### src/rtl/car_park_ctrl_mc.sv
// Car park gate controller: authenticates drivers against a credential table, locks out after
// repeated failures, commits occupancy on pass-through and flags tailgating.
module car_park_ctrl_mc #(
  parameter int                          CAPACITY     = 8,
  parameter int                          CNT_W        = $clog2(CAPACITY + 1),
  parameter int                          PASS_W       = 4,
  parameter int                          N_USERS      = 2,
  parameter logic [N_USERS*PASS_W-1:0]   CRED_USER    = {4'h5, 4'h3},
  parameter logic [N_USERS*PASS_W-1:0]   CRED_PASS    = {4'hA, 4'h5},
  parameter int                          TIMEOUT      = 16,
  parameter int                          MAX_TRIES    = 3,
  parameter int                          LOCK_CYCLES  = 64,
  parameter int                          GATE_TIMEOUT = 32
) (
  input  logic              clk,
  input  logic              rst,
  input  logic              entrance_front,
  input  logic              entrance_back,
  input  logic              exit,
  input  logic              cred_valid,
  input  logic [PASS_W-1:0] user,
  input  logic [PASS_W-1:0] password,
  output logic              led_red,
  output logic              led_green,
  output logic              gate_open,
  output logic              alarm,
  output logic [2:0]        state,
  output logic [CNT_W-1:0]  spots_available,
  output logic              full
);

  localparam int T_AB    = (TIMEOUT > GATE_TIMEOUT) ? TIMEOUT : GATE_TIMEOUT;
  localparam int T_MAX   = (T_AB > LOCK_CYCLES) ? T_AB : LOCK_CYCLES;
  localparam int TIMER_W = $clog2(T_MAX + 1);
  localparam int TRY_W   = $clog2(MAX_TRIES + 1);

  localparam logic [CNT_W-1:0]   CAP_C       = CNT_W'(CAPACITY);
  localparam logic [TIMER_W-1:0] WAIT_LAST   = TIMER_W'(TIMEOUT - 1);
  localparam logic [TIMER_W-1:0] GATE_LAST   = TIMER_W'(GATE_TIMEOUT - 1);
  localparam logic [TIMER_W-1:0] LOCK_LAST   = TIMER_W'(LOCK_CYCLES - 1);
  localparam logic [TRY_W-1:0]   TRIES_LIMIT = TRY_W'(MAX_TRIES);

  typedef enum logic [2:0] {
    IDLE      = 3'd0,
    WAIT_PASS = 3'd1,
    GRANTED   = 3'd2,
    LOCKED    = 3'd3,
    TAILGATE  = 3'd4
  } state_e;

  state_e             state_q, state_d;
  logic [TIMER_W-1:0] timer_q, timer_d;
  logic [TRY_W-1:0]   tries_q, tries_d;
  logic [CNT_W-1:0]   occ_q, occ_d;
  logic               commit;
  logic               table_hit;
  logic               match;
  logic               full_w;

  always_comb begin
    table_hit = 1'b0;
    for (int i = 0; i < N_USERS; i++) begin
      if (user == CRED_USER[i*PASS_W +: PASS_W] && password == CRED_PASS[i*PASS_W +: PASS_W])
        table_hit = 1'b1;
    end
  end

  assign match  = cred_valid && table_hit;
  assign full_w = (occ_q == CAP_C);

  // State and datapath registers; reset aborts any transaction and forgets occupancy.
  always_ff @(posedge clk or negedge rst) begin
    if (!rst) begin
      state_q <= IDLE;
      timer_q <= '0;
      tries_q <= '0;
      occ_q   <= '0;
    end else begin
      // NOTE: non-blocking here so every register samples pre-edge values regardless of order.
      state_q <= state_d;
      timer_q <= timer_d;
      tries_q <= tries_d;
      occ_q   <= occ_d;
    end
  end

  always_comb begin
    // NOTE: every output of this block is defaulted first, so no path can infer a latch.
    state_d = state_q;
    tries_d = tries_q;
    commit  = 1'b0;
    case (state_q)
      IDLE: begin
        if (entrance_front && !full_w) begin
          state_d = WAIT_PASS;
          tries_d = '0;
        end
      end
      WAIT_PASS: begin
        if (cred_valid) begin
          if (match) begin
            state_d = GRANTED;
          end else begin
            tries_d = tries_q + TRY_W'(1);
            if (tries_d == TRIES_LIMIT) state_d = LOCKED;
          end
        end else if (timer_q == WAIT_LAST) begin
          state_d = IDLE;
        end
      end
      GRANTED: begin
        if (entrance_back && !entrance_front) begin
          state_d = IDLE;
          commit  = 1'b1;
        end else if (entrance_back && entrance_front) begin
          state_d = TAILGATE;
        end else if (timer_q == GATE_LAST) begin
          state_d = IDLE;
        end
      end
      TAILGATE: begin
        // Only the authorised car is counted; the tailgater is reported, not committed.
        if (!entrance_front) begin
          state_d = IDLE;
          commit  = 1'b1;
        end
      end
      LOCKED: begin
        if (timer_q == LOCK_LAST) begin
          state_d = IDLE;
          tries_d = '0;
        end
      end
      default: state_d = IDLE;
    endcase
  end

  // One shared timer, restarted on every state change.
  assign timer_d = (state_d != state_q || state_q == IDLE) ? '0 : timer_q + TIMER_W'(1);

  always_comb begin
    occ_d = occ_q;
    if (commit && !exit && occ_q != CAP_C)
      occ_d = occ_q + CNT_W'(1);
    else if (!commit && exit && occ_q != '0)
      occ_d = occ_q - CNT_W'(1);
  end

  always_comb begin
    led_red   = 1'b0;
    led_green = 1'b0;
    gate_open = 1'b0;
    alarm     = 1'b0;
    case (state_q)
      IDLE:      led_red = entrance_front && full_w;
      WAIT_PASS: led_red = 1'b1;
      GRANTED: begin
        led_green = 1'b1;
        gate_open = 1'b1;
      end
      LOCKED, TAILGATE: begin
        led_red = 1'b1;
        alarm   = 1'b1;
      end
      default: ;
    endcase
  end

  assign state           = state_q;
  assign spots_available = CAP_C - occ_q;
  assign full            = full_w;

endmodule
### config.mk
export PLATFORM = sky130hd
export DESIGN_NAME = car_park_ctrl_mc
export DESIGN_NICKNAME = d
export VERILOG_FILES = /design/src/rtl/car_park_ctrl_mc.sv
export SDC_FILE = /design/constraint.sdc
export NUM_CORES = 1
export LEC_CHECK = 0
export ABC_AREA = 1
export ABC_CLOCK_PERIOD_IN_PS = 2300
export CAP_MARGIN = 10
export CORE_UTILIZATION = 49
export DETAILED_ROUTE_END_ITERATION = 8
export PLACE_DENSITY = 0.78
export SYNTH_ARGS = -nofsm -noshare
export SYNTH_HDL_FRONTEND = slang
export SYNTH_SLANG_ARGS = --single-unit
### constraint.sdc
create_clock -name clk -period 2.3 [get_ports clk]
set_input_delay 0.46 -clock clk [delete_from_list [all_inputs] [get_ports clk]]
set_output_delay 0.46 -clock clk [all_outputs]
set_load 0.03 [all_outputs]
* Yosys cells after proc, flatten, opt, wreduce, memory -nomap -nowiden
Cells that the tools add are included.
Cells by class: add/sub/neg operators 5, equal/unequal tests 19, multiplexer cells 27, reduce and logical (&&, ||, !) cells 23
Operators with widths (number):
- 2-to-1 mux 3 bit | 10
- case mux 3 bit (5 select lines) | 1
- logical AND 1 bit | 11
- == test 4 x 3 -> 1 bit (second input constant) | 2
- == test 4 bit (second input constant) | 2
- 2-to-1 mux 2 bit | 4
- 2-to-1 mux 4 bit | 2
- != test 2 bit (second input constant) | 4
- adder 7 x 1 -> 7 bit (second input constant) | 1
- == test 7 x 4 -> 1 bit (second input constant) | 1
- == test 7 x 5 -> 1 bit (second input constant) | 1
- == test 7 x 6 -> 1 bit (second input constant) | 1
- 2-to-1 mux 7 bit | 1
- == test 3 x 2 -> 1 bit (second input constant) | 2
- 2-to-1 mux 1 bit | 6
- case mux 2 bit (3 select lines) | 1
- AND reduction 5 bit | 1
- adder 4 x 1 -> 4 bit (second input constant) | 1
- == test 4 x 2 -> 1 bit (second input constant) | 1
- zero test 1 bit | 4
- != test 4 bit (second input constant) | 1
- case mux 1 bit (2 select lines) | 2
- nonzero test 4 bit | 1
- subtractor 4 x 1 -> 4 bit (second input constant) | 1
- 12 further kinds | 12
Storage, ports and cells: flip-flop bits (word level) 16, input port bits 14, output and inout bits 12, logic and storage cells 78

* Logic depth before layout (Yosys ltp)
Gate-level depths: netlist (run 1).
depth after elaboration 11, mapped depth 15, gate-level depth less buffers 15

* Least setup slack after synthesis (run 1)
No wires, ideal clock.
path type register to register, from reg state_q[1], in the netlist state[1], to reg occ_q[3], setup time 0.117 ns, arrival time 2.459 ns, required time 2.183 ns, slack -0.276 ns, cell stages (with the launch flop) 15, buffers on the path 0, clock period less this slack 2.576 ns, path through dfrtp_1 > inv_2 > nor3_2 > a21oi_1 > nor2_2 > nand2_2 > ha_1 > nand2_1 > nand2_1 > a31oi_1 > inv_1 > nand2_1 > nand3_1 > nand2_1 > nand2_1
Between the ends: cells in the longest elaborated chain, start to end 6, elaborated cells on any way between the ends 10, classes of those cells eq/ne: 2; mux: 2; reduce/logical: 6
Ends and longest elaborated chain:
- from (decl) | line 51 | state_e state_q, state_d;
- from (signal assigned) | line 80 | state_q <= state_d;
- == test 3 bit / == test 3 x 2 -> 1 bit (equally long branches) | line 92 | case (state_q)
- case mux 1 bit (2 select lines) * | line 92
- zero test 1 bit | line 145 | else if (!commit && exit && occ_q != '0)
- logical AND 1 bit (2 in series) | line 145
- nonzero test 2 bit (no source line)
- to (signal assigned) | line 77 | occ_q <= '0;
- to (signal assigned) | line 83 | occ_q <= occ_d;
- to (decl) | line 54 | logic [CNT_W-1:0] occ_q, occ_d;
Every way passes the cells marked *; elsewhere a longest branch is shown, timed or not. A chain may end at the register's enable or synchronous reset.

* Final worst setup path (run 1)
from reg occ_q[1], to out spots_available[1]
Between the ends: cells in the longest elaborated chain, start to end 1
Ends and longest elaborated chain:
- subtractor 4 bit | line 170 | assign spots_available = CAP_C - occ_q;
- to (decl) | line 28 | output logic [CNT_W-1:0] spots_available,
No other way between the ends.

==> results of run 1 <==
## flip-flops by register name, indices dropped and copies added (netlist names)
register	cells
state	3
timer_q	7
tries_q	2
occ_q	4
## cell usage after synthesis
master / n
ha_1: 5
nand2_2: 3
o21ai_0: 7
nand2_1: 36
nand3_2: 1
nor3_1: 1
nor3_2: 1
o211ai_1: 1
inv_2: 4
fa_1: 1
nand4_1: 2
dfrtp_1: 16
o21bai_1: 1
o31ai_1: 1
nor2_1: 24
nor2_4: 2
a21oi_1: 1
nor2_2: 4
a31oi_1: 2
xnor2_1: 3
nand3_1: 14
xor2_1: 5
buf_4: 2
inv_1: 24
## routing by layer
layer | share of wire | vias to the layer above
met5 | 0 | -
met4 | 0.018 | 0
met3 | 0.040 | 7
met2 | 0.51 | 26
met1 | 0.43 | 508
li1 | - | 568
## worst paths after layout
check	start	end	slack (ns)	cells past startpoint
worst max-delay path	occ_q[1]$_DFFE_PN0P_	spots_available[1]	0.10	3
worst min-delay path	timer_q[0]$_DFF_PN0_	timer_q[0]$_DFF_PN0_	0.47	1
worst max register to register	state[1]$_DFF_PN0_	occ_q[3]$_DFFE_PN0P_	0.25	15
worst min register to register	timer_q[0]$_DFF_PN0_	timer_q[0]$_DFF_PN0_	0.47	1
max in group asynchronous	rst	state[2]$_DFF_PN0_	1.18	1
min in group asynchronous	rst	timer_q[6]$_DFF_PN0_	0.60	1
## metrics by stage
step / util / std cells / setup TNS [ns]
floorplan: - / 161 / 0
global placement: 0.671 / 218 / -0.00687
detailed placement: 0.671 / 218 / -0.0620
CTS: 0.686 / 222 / 0
global route: 0.692 / 222 / 0
finish: 0.692 / 222 / 0
## area by class of cell
type                            count  area share
Sequential cell                    16       0.263
Tap cell                           28      0.0229
Inverter                           28      0.0687
Multi-Input combinational cell    115       0.428
Timing Repair Buffer               31       0.194
Clock buffer                        4      0.0237
## power groups by stage
stage	clock (mW)	sequential, mW	combinational, mW
after detailed placement	0	0.434	1.05
after CTS	0.202	0.429	1.04
after global placement	0	0.432	1.03
after global routing	0.211	0.443	1.15
after floorplan	0	0.471	0.655
final	0.189	0.432	1.03
## logic make-up after synthesis
family	Yosys count	share of synthesized area
adder cells (fa/ha/maj)	6	0.0720
AO/OA/AOI/OAI	13	0.0654
AND/OR/NAND/NOR	88	0.348
flip-flops	16	0.349
buffers and inverters	30	0.105
XOR/XNOR	8	0.0611
## critical path, cell delays in order, from the launching register on
cell             delay, ns
dfrtp_1               0.42
inv_1                 0.09
ha_1                  0.28
clkdlybuf4s50_1       0.66
## repair_timing
item	4_1_cts	5_1_grt
gates resized for setup	3	4
pin swaps	0	1
hold buffers	0	0
endpoints found under the setup margin	3	4
==> flow_summary.json, run 1 <==
{
  "path_max_fanout": 3,
  "synth.area.top_cells": "dfrtp_1 (35%), nand2_1 (12%), inv_1 (7.9%), nor2_1 (7.9%), nand3_1 (6.1%)",
  "multi_input_area_um2": 654,
  "peakVddDrop_mv": 1.08,
  "drt-initial-drc-count": 16,
  "vias": 1109,
  "power_frac_seq": 0.262,
  "dp_hpwl_um": 2020,
  "synth.avg_cell_area_um2": 7.13,
  "arrival_ns": 1.74,
  "netlist_area_um2": 1150,
  "cts_sinks": 16,
  "die_x_um": 50.4,
  "fmax_mhz": 455,
  "drt-vias-per-instance": 5.00,
  "core_region_area_um2": 2210,
  "grtUsageTotal": 0.239,
  "drive_above_1_share": 0.155,
  "cts_max_level": 1,
  "drc": 0,
  "status": "finished clean",
  "p_sw_frac": 0.471,
  "clk_path_buf_depth": 2,
  "setup_viol": 0,
  "root_buffer": "clkbuf_4",
  "fill_cells": 192,
  "drv_slew": 0,
  "nets": 215,
  "synth_top_area_cell": "dfrtp_1",
  "port_buffers": 25,
  "routed_wirelength_um": 2510,
  "ys_seq_elements": 16,
  "rsz0062_at_grt": "no",
  "finalHoldViolCount": 0,
  "grt.overflow.total": 0,
  "critPathLaunchType": "flip-flop",
  "met1_usage": 0.263,
  "end_kind": "output port",
  "place_area_um2": 1490,
  "yosysWarnings": 0,
  "pwr-share-clk": 0.115,
  "postCtsSetupBuffers": 0,
  "place_congestion": 0.833,
  "clkLatencyLatePin_ns": 0.29,
  "synth_top_area_share": 0.349,
  "timing.hold.ws_ns": 0.468,
  "grtUsageMet2": 0.440,
  "maxCapViolCount": 0,
  "hold_path.class": "reg2reg",
  "grt_pass1_wl_um": 4560,
  "path_class": "reg2out",
  "die_area_um2": 2540,
  "seq_area_frac_synth": 0.349,
  "synth_fp_nets": 181,
  "intPower_mw": 0.873,
  "synth_cell_types": 24,
  "wl_per_cell_um": 11.3,
  "syn_to_final_growth_pct": 33.4,
  "p_switching_mw": 0.778,
  "grt-busiest-layer": "met2",
  "final_common_cell": "nand2_1",
  "netlist_instances": 161,
  "power.leakage_nw": 0.792,
  "p_comb_frac": 0.624,
  "slew_headroom": 0.502,
  "cts_tree": "yes",
  "cp.required_ns": 1.84,
  "row_count": 17,
  "die_y_um": 50.4,
  "final_cell_mix": "nand2_1 (36), inv_1 (24), nor2_1 (24), clkdlybuf4s50_1 (18)",
  "initial_core_util": 0.519,
  "cts_made_buffers": 3,
  "tightest_slew_ns": 0.745,
  "regArea_um2": 403,
  "fin_crit_sh": 0.955,
  "clock_skew_ns": 0.00929,
  "dpl_worst_slack_ns": -0.0620,
  "grt_pass1_vias": 1127,
  "grt_max_degree": 17,
  "grt_antenna_before_repair": 0,
  "ioPinCount": 26,
  "pwr_density_cell_nw_per_um2": 1080,
  "use_met3": 0.0606,
  "ant_nets": 0,
  "antenna_cells": 0,
  "p_total_mw": 1.65,
  "layout_min_cycle_time_ns": 2.20,
  "dr.pass1.iters": 6,
  "fin_area_um2": 1530,
  "cts.reportedPaths.clkPinSlew_ns": 0.09,
  "setup_slack_ns": 0.103
}
Power figures use the tool's default switching activity.
==> run 2: changes to the inputs <==
Settings changed: CORE_UTILIZATION 49 to 52, CTS_BUF_LIST set to sky130_fd_sc_hd__clkbuf_4 sky130_fd_sc_hd__clkbuf_8, CTS_CLUSTER_DIAMETER set to 30, PLACE_DENSITY 0.78 to 0.82.
==> run 2 against run 1 <==
  * First-iteration DRC count grew to 2.5 times the previous value
  * Die area is 5.6% lower
  * Worst hold slack better by 0.014 ns
  * Critical path type unchanged
==> flow_summary.json, run 2 (synthesis gave the netlist of run 1 again) <==
{
  "p_sw_frac": 0.487,
  "routed_wirelength_um": 2530,
  "tns_ns": 0,
  "hold_path.class": "reg2reg",
  "port_buffers": 25,
  "grt_pass1_wl_um": 4330,
  "p_total_mw": 1.61,
  "p_switching_mw": 0.785,
  "path_class": "reg2out",
  "cp.required_ns": 1.84,
  "status": "finished clean",
  "critPathLaunchType": "flip-flop",
  "peakVddDrop_mv": 1.12,
  "r2r-end": "occ_q[3]$_DFFE_PN0P_",
  "end_kind": "output port",
  "hold_depth": 1,
  "grt.overflow.total": 0,
  "clkLatencyLatePin_ns": 0.29,
  "cts.reportedPaths.clkPinSlew_ns": 0.08,
  "dr.pass1.iters": 4,
  "die_area_um2": 2400,
  "slew_headroom": 0.524,
  "core_region_area_um2": 2020,
  "final_common_cell": "nand2_1",
  "grt_pass1_vias": 1099,
  "grt_antenna_before_repair": 0,
  "reg2reg_slack_ns": 0.20,
  "timing.hold.ws_ns": 0.482,
  "arrival_ns": 1.73,
  "regArea_um2": 404,
  "syn_to_final_growth_pct": 31.5,
  "root_buffer": "clkbuf_4",
  "place_area_um2": 1480,
  "vias": 1122,
  "power.leakage_nw": 0.780,
  "place_congestion": 0.801,
  "ant_nets": 0,
  "clock_skew_ns": 0.0112,
  "dp_hpwl_um": 2000,
  "final_cell_mix": "nand2_1 (36), inv_1 (24), nor2_1 (24), clkdlybuf4s50_1 (18), nand3_1 (14)",
  "top_register": "timer_q",
  "power_frac_seq": 0.284,
  "pwr-share-clk": 0.090,
  "initial_core_util": 0.567,
  "cts_max_level": 1,
  "finalHoldViolCount": 0,
  "ioPinCount": 26,
  "drc": 0,
  "pwr_density_cell_nw_per_um2": 1070,
  "clk_path_buf_depth": 2,
  "drive_above_1_share": 0.151,
  "cts_made_buffers": 3,
  "setup_viol": 0,
  "grtUsageTotal": 0.233,
  "die_x_um": 49.0,
  "maxCapViolCount": 0,
  "grt_max_degree": 17,
  "cts_sinks": 16,
  "drt-vias-per-instance": 5.12,
  "rsz0062_at_grt": "no",
  "cts_tree": "yes",
  "fin_crit_sh": 0.952,
  "p_comb_frac": 0.626,
  "row_count": 16,
  "reg2reg_depth": 15,
  "layout_min_cycle_time_ns": 2.19,
  "wl_per_cell_um": 11.6,
  "dp.cells": 216,
  "drt-initial-drc-count": 40,
  "worstReg2RegStart": "state[1]$_DFF_PN0_",
  "largest_reg_flops": 7,
  "fill_cells": 157,
  "nets": 214,
  "fmax_mhz": 457,
  "antenna_cells": 0,
  "drv_slew": 0,
  "fin_area_um2": 1510,
  "holdPathEnd": "timer_q[0]$_DFF_PN0_",
  "tightest_slew_ns": 0.712,
  "die_y_um": 49.0,
  "multi_input_area_um2": 654,
  "hold_start": "timer_q[0]$_DFF_PN0_",
  "finalNonFillerCells": 219,
  "intPower_mw": 0.828,
  "path_max_fanout": 3
}
-- run 2: cell types whose count changed in the layout (fill, tap and decap cells not counted) --
cell	delta
buf_4	-1
clkbuf_8	-1
dfrtp_1	-1
dfrtp_2	+1
-- run 2: how the worst max path moves through the flow --
| stage | cells after the start | start | end |
|---|---|---|---|
| CTS | 4 | occ_q[2]$_DFFE_PN0P_ | spots_available[3] |
| global placement | 15 | entrance_back | occ_q[3]$_DFFE_PN0P_ |
| floorplan | 14 | state[1]$_DFF_PN0_ | occ_q[3]$_DFFE_PN0P_ |
| detailed placement | 15 | entrance_back | occ_q[3]$_DFFE_PN0P_ |
| global route | 15 | state[1]$_DFF_PN0_ | occ_q[3]$_DFFE_PN0P_ |
| finish | 3 | occ_q[1]$_DFFE_PN0P_ | spots_available[1] |
-- run 2: through the flow --
step / setup WS (ns) / util
after global routing: 0.00838 / 0.746
after floorplan: 0.0680 / -
final: 0.110 / 0.746
after detailed placement: -0.0955 / 0.730
after CTS: 0.0114 / 0.739
after global placement: -0.00745 / 0.730
-- run 2: worst max-delay path, cell delays in order, from the launching register on --
cell and delay [ns]:
dfrtp_1 0.43, inv_1 0.09, ha_1 0.27, clkdlybuf4s50_1 0.66
-- run 2: what timing repair did --
item / 4_1_cts / 5_1_grt
hold buffers: 0 / 0
resized for setup: 3 / 5
setup endpoints to repair: 3 / 2
buffers inserted: 0 / 0
-- run 2: cell type report --
cell class,instances,area share
repair buffers,30,0.192
inverters,28,0.0697
well taps,27,0.0224
flip-flops and latches,16,0.268
clock buffers,3,0.0149
multi-input cells,115,0.434
-- run 2: power by group through the flow --
stage / Sequential, mW / Combinational, mW / Clock, mW
final: 0.457 / 1.01 / 0.145
after global routing: 0.467 / 1.10 / 0.162
after CTS: 0.449 / 1.02 / 0.152
after detailed placement: 0.454 / 1.02 / 0
after global placement: 0.447 / 0.997 / 0
after floorplan: 0.471 / 0.655 / 0
-- run 2: layer usage --
| metal | vias up | track usage | share of wire |
|---|---|---|---|
| met5 | - | 0 | 0 |
| li1 | 565 | - | - |
| met1 | 517 | 0.242 | 0.42 |
| met3 | 7 | 0.0467 | 0.036 |
| met2 | 33 | 0.461 | 0.53 |
| met4 | 0 | 0.0735 | 0.015 |
==> patch: new RTL, flow settings as in run 2 <==
Put a register stage on the output `led_red`, with the module's reset. The value now appears one clock later. The other outputs are not delayed to match.
--- a/src/rtl/car_park_ctrl_mc.sv
+++ b/src/rtl/car_park_ctrl_mc.sv
@@ -49,2 +49,4 @@
   } state_e;
+
+  logic led_red_d;
 
@@ -149,3 +151,3 @@
   always_comb begin
-    led_red   = 1'b0;
+    led_red_d = 1'b0;
     led_green = 1'b0;
@@ -154,4 +156,4 @@
     case (state_q)
-      IDLE:      led_red = entrance_front && full_w;
-      WAIT_PASS: led_red = 1'b1;
+      IDLE:      led_red_d = entrance_front && full_w;
+      WAIT_PASS: led_red_d = 1'b1;
       GRANTED: begin
@@ -161,3 +163,3 @@
       LOCKED, TAILGATE: begin
-        led_red = 1'b1;
+        led_red_d = 1'b1;
         alarm   = 1'b1;
@@ -172,2 +174,10 @@
 
+  always_ff @(posedge clk or negedge rst) begin
+    if (!rst) begin
+      led_red <= '0;
+    end else begin
+      led_red <= led_red_d;
+    end
+  end
+
 endmodule
Behaviour: not the same (a bounded check fails within 4 cycles, from zero or initial values and one cycle with rst low).
==> patch against run 2 <==
- wire length increased by 9.4%
- total power increased by 18%
- worst setup slack better by 0.045 ns
- area after synthesis grew 2.4%
- synthesized cell count rose by 1.9%
- sequential share of layout area up 0.095 points
- first-iteration DRC count fell by 20%
- largest power group unchanged
- worst hold slack worse by 0.0056 ns
- design area is 4.9% higher
- sequential cell count up 1
==> patch: results (changes against run 2) <==
run_status: "complete, no violations"
power.ir.vdd_worst_v: 0.0009011  # -19%
met2_length_um: 1480  # +11%
depth_of_the_worst_register_to_register_path: 14  # -1
postRouteWirelength_um: 2769  # +9.4%
gr-usage-met1_pct: 29.98  # +5.8 points
power.combinational.total_mw: 1.26  # +25%
relSlewSlack_pct: 76.16  # +24 points
route.met3.wl_um: 122  # +34%
synth_compound_gate_area_share_pct: 6.709  # +0.17 points
filler_instances: 160  # +1.9%
finalClockSkew_ns: 0.005490  # -0.005707 ns
timing.critical_path.to: "full"
r2r_slack_ns: 0.25  # +0.05 ns
finalWeightedCongestion: 0.9196  # +15%
synthesis.nets: 184  # +1.7%
grt_util_all_layers_pct: 25.34  # +2.0 points
hold_class: "in2async"
holdWs_ns: 0.4763  # -0.005633 ns
detailedPlacementHpwl_um: 2206  # +10%
synthArstFlopShare_pct: 100.0  # unchanged
cp_data_arrival_time_ns: 1.69  # -0.04 ns
num-nets-final: 223  # +4.2%
grt_pass1_vias: 1173  # +6.7%
dp_slack_ns: -0.1586  # -0.06315 ns
initial_drc_count: 32  # -20%
grt_start_max_net_pins: 18  # +1
grt_first_pass_wirelength_um: 4795  # +11%
synthTopCellsByCount: "sky130_fd_sc_hd__inv_1, sky130_fd_sc_hd__nand2_1, sky130_fd_sc_hd__nor2_1"
synth_cell_types: 23  # -4.2%
routedLengthMet1_um: 1134  # +6.1%
met2_grt_util_pct: 46.17  # +0.11 points
post_synth_main_area_contributors: "sky130_fd_sc_hd__dfrtp_1, sky130_fd_sc_hd__inv_1, sky130_fd_sc_hd__nand2_1, sky130_fd_sc_hd__nand3_1, sky130_fd_sc_hd__nor2_1"
yosys.area_share.xor_xnor_pct: 5.964  # -0.14 points
p_switching_mw: 0.9387  # +20%
grt_use_met3_pct: 4.012  # -0.66 points
drt-vias-per-instance: 5.048  # -1.5%
yosys.area_share.adder_pct: 7.029  # -0.17 points
cts.reportedPaths.clkPinSlew_ns: 0.11  # +0.03 ns
ys_seq_area_share_pct: 36.21  # +1.3 points
==> patch: cell count changes in the layout (fill, tap and decap cells not counted), sizes merged, moves of 2 or more <==
cell and delta:
nand3 +7, nor3 -2, clkdlybuf4s50 +3, nor2 -4, nand2 -7, buf +5
o21ai +2, inv +5
==> patch: critical path: stages, from the launching register on <==
cell and delay (ns):
sky130_fd_sc_hd__dfrtp_1 0.39, sky130_fd_sc_hd__inv_1 0.09, sky130_fd_sc_hd__ha_1 0.22, sky130_fd_sc_hd__nand3_1 0.11, sky130_fd_sc_hd__inv_1 0.15, sky130_fd_sc_hd__dlygate4sd2_1 0.44
==> patch: logic make-up (layout without fill, tap and decap cells) <==
group	count (synthesis)	count (layout)
AO/OA/AOI/OAI	14	14
XOR/XNOR	8	8
adder cells (fa/ha/maj)	6	6
buffers and inverters	35	73
flip-flops	17	17
AND/OR/NAND/NOR	84	84
==> patch: stage by stage <==
stage / instance area (um^2) / cells
6_report: 1583 / 229
5_1_grt: 1583 / 229
4_1_cts: 1546 / 228
3_5_place_dp: 1521 / 224
3_3_place_gp: 1521 / 224
2_1_floorplan: 1177 / 164
==> patch: final cells by class <==
class                           count  area (um^2)  share of cell area, %
Multi-Input combinational cell    112        636.9                  40.24
Sequential cell                    17        425.4                  26.88
Timing Repair Buffer               36        335.3                  21.19
Inverter                           33        123.9                  7.826
Tap cell                           27        33.78                  2.134
Clock buffer                        3        22.52                  1.423
Clock inverter                      1        5.005                 0.3162
==> patch: repair_timing <==
item,CTS,global route
setup endpoints to repair,2,4
setup buffers,0,1
endpoints found under the hold margin,0,0
gates cloned,0,0
resized for setup,2,7
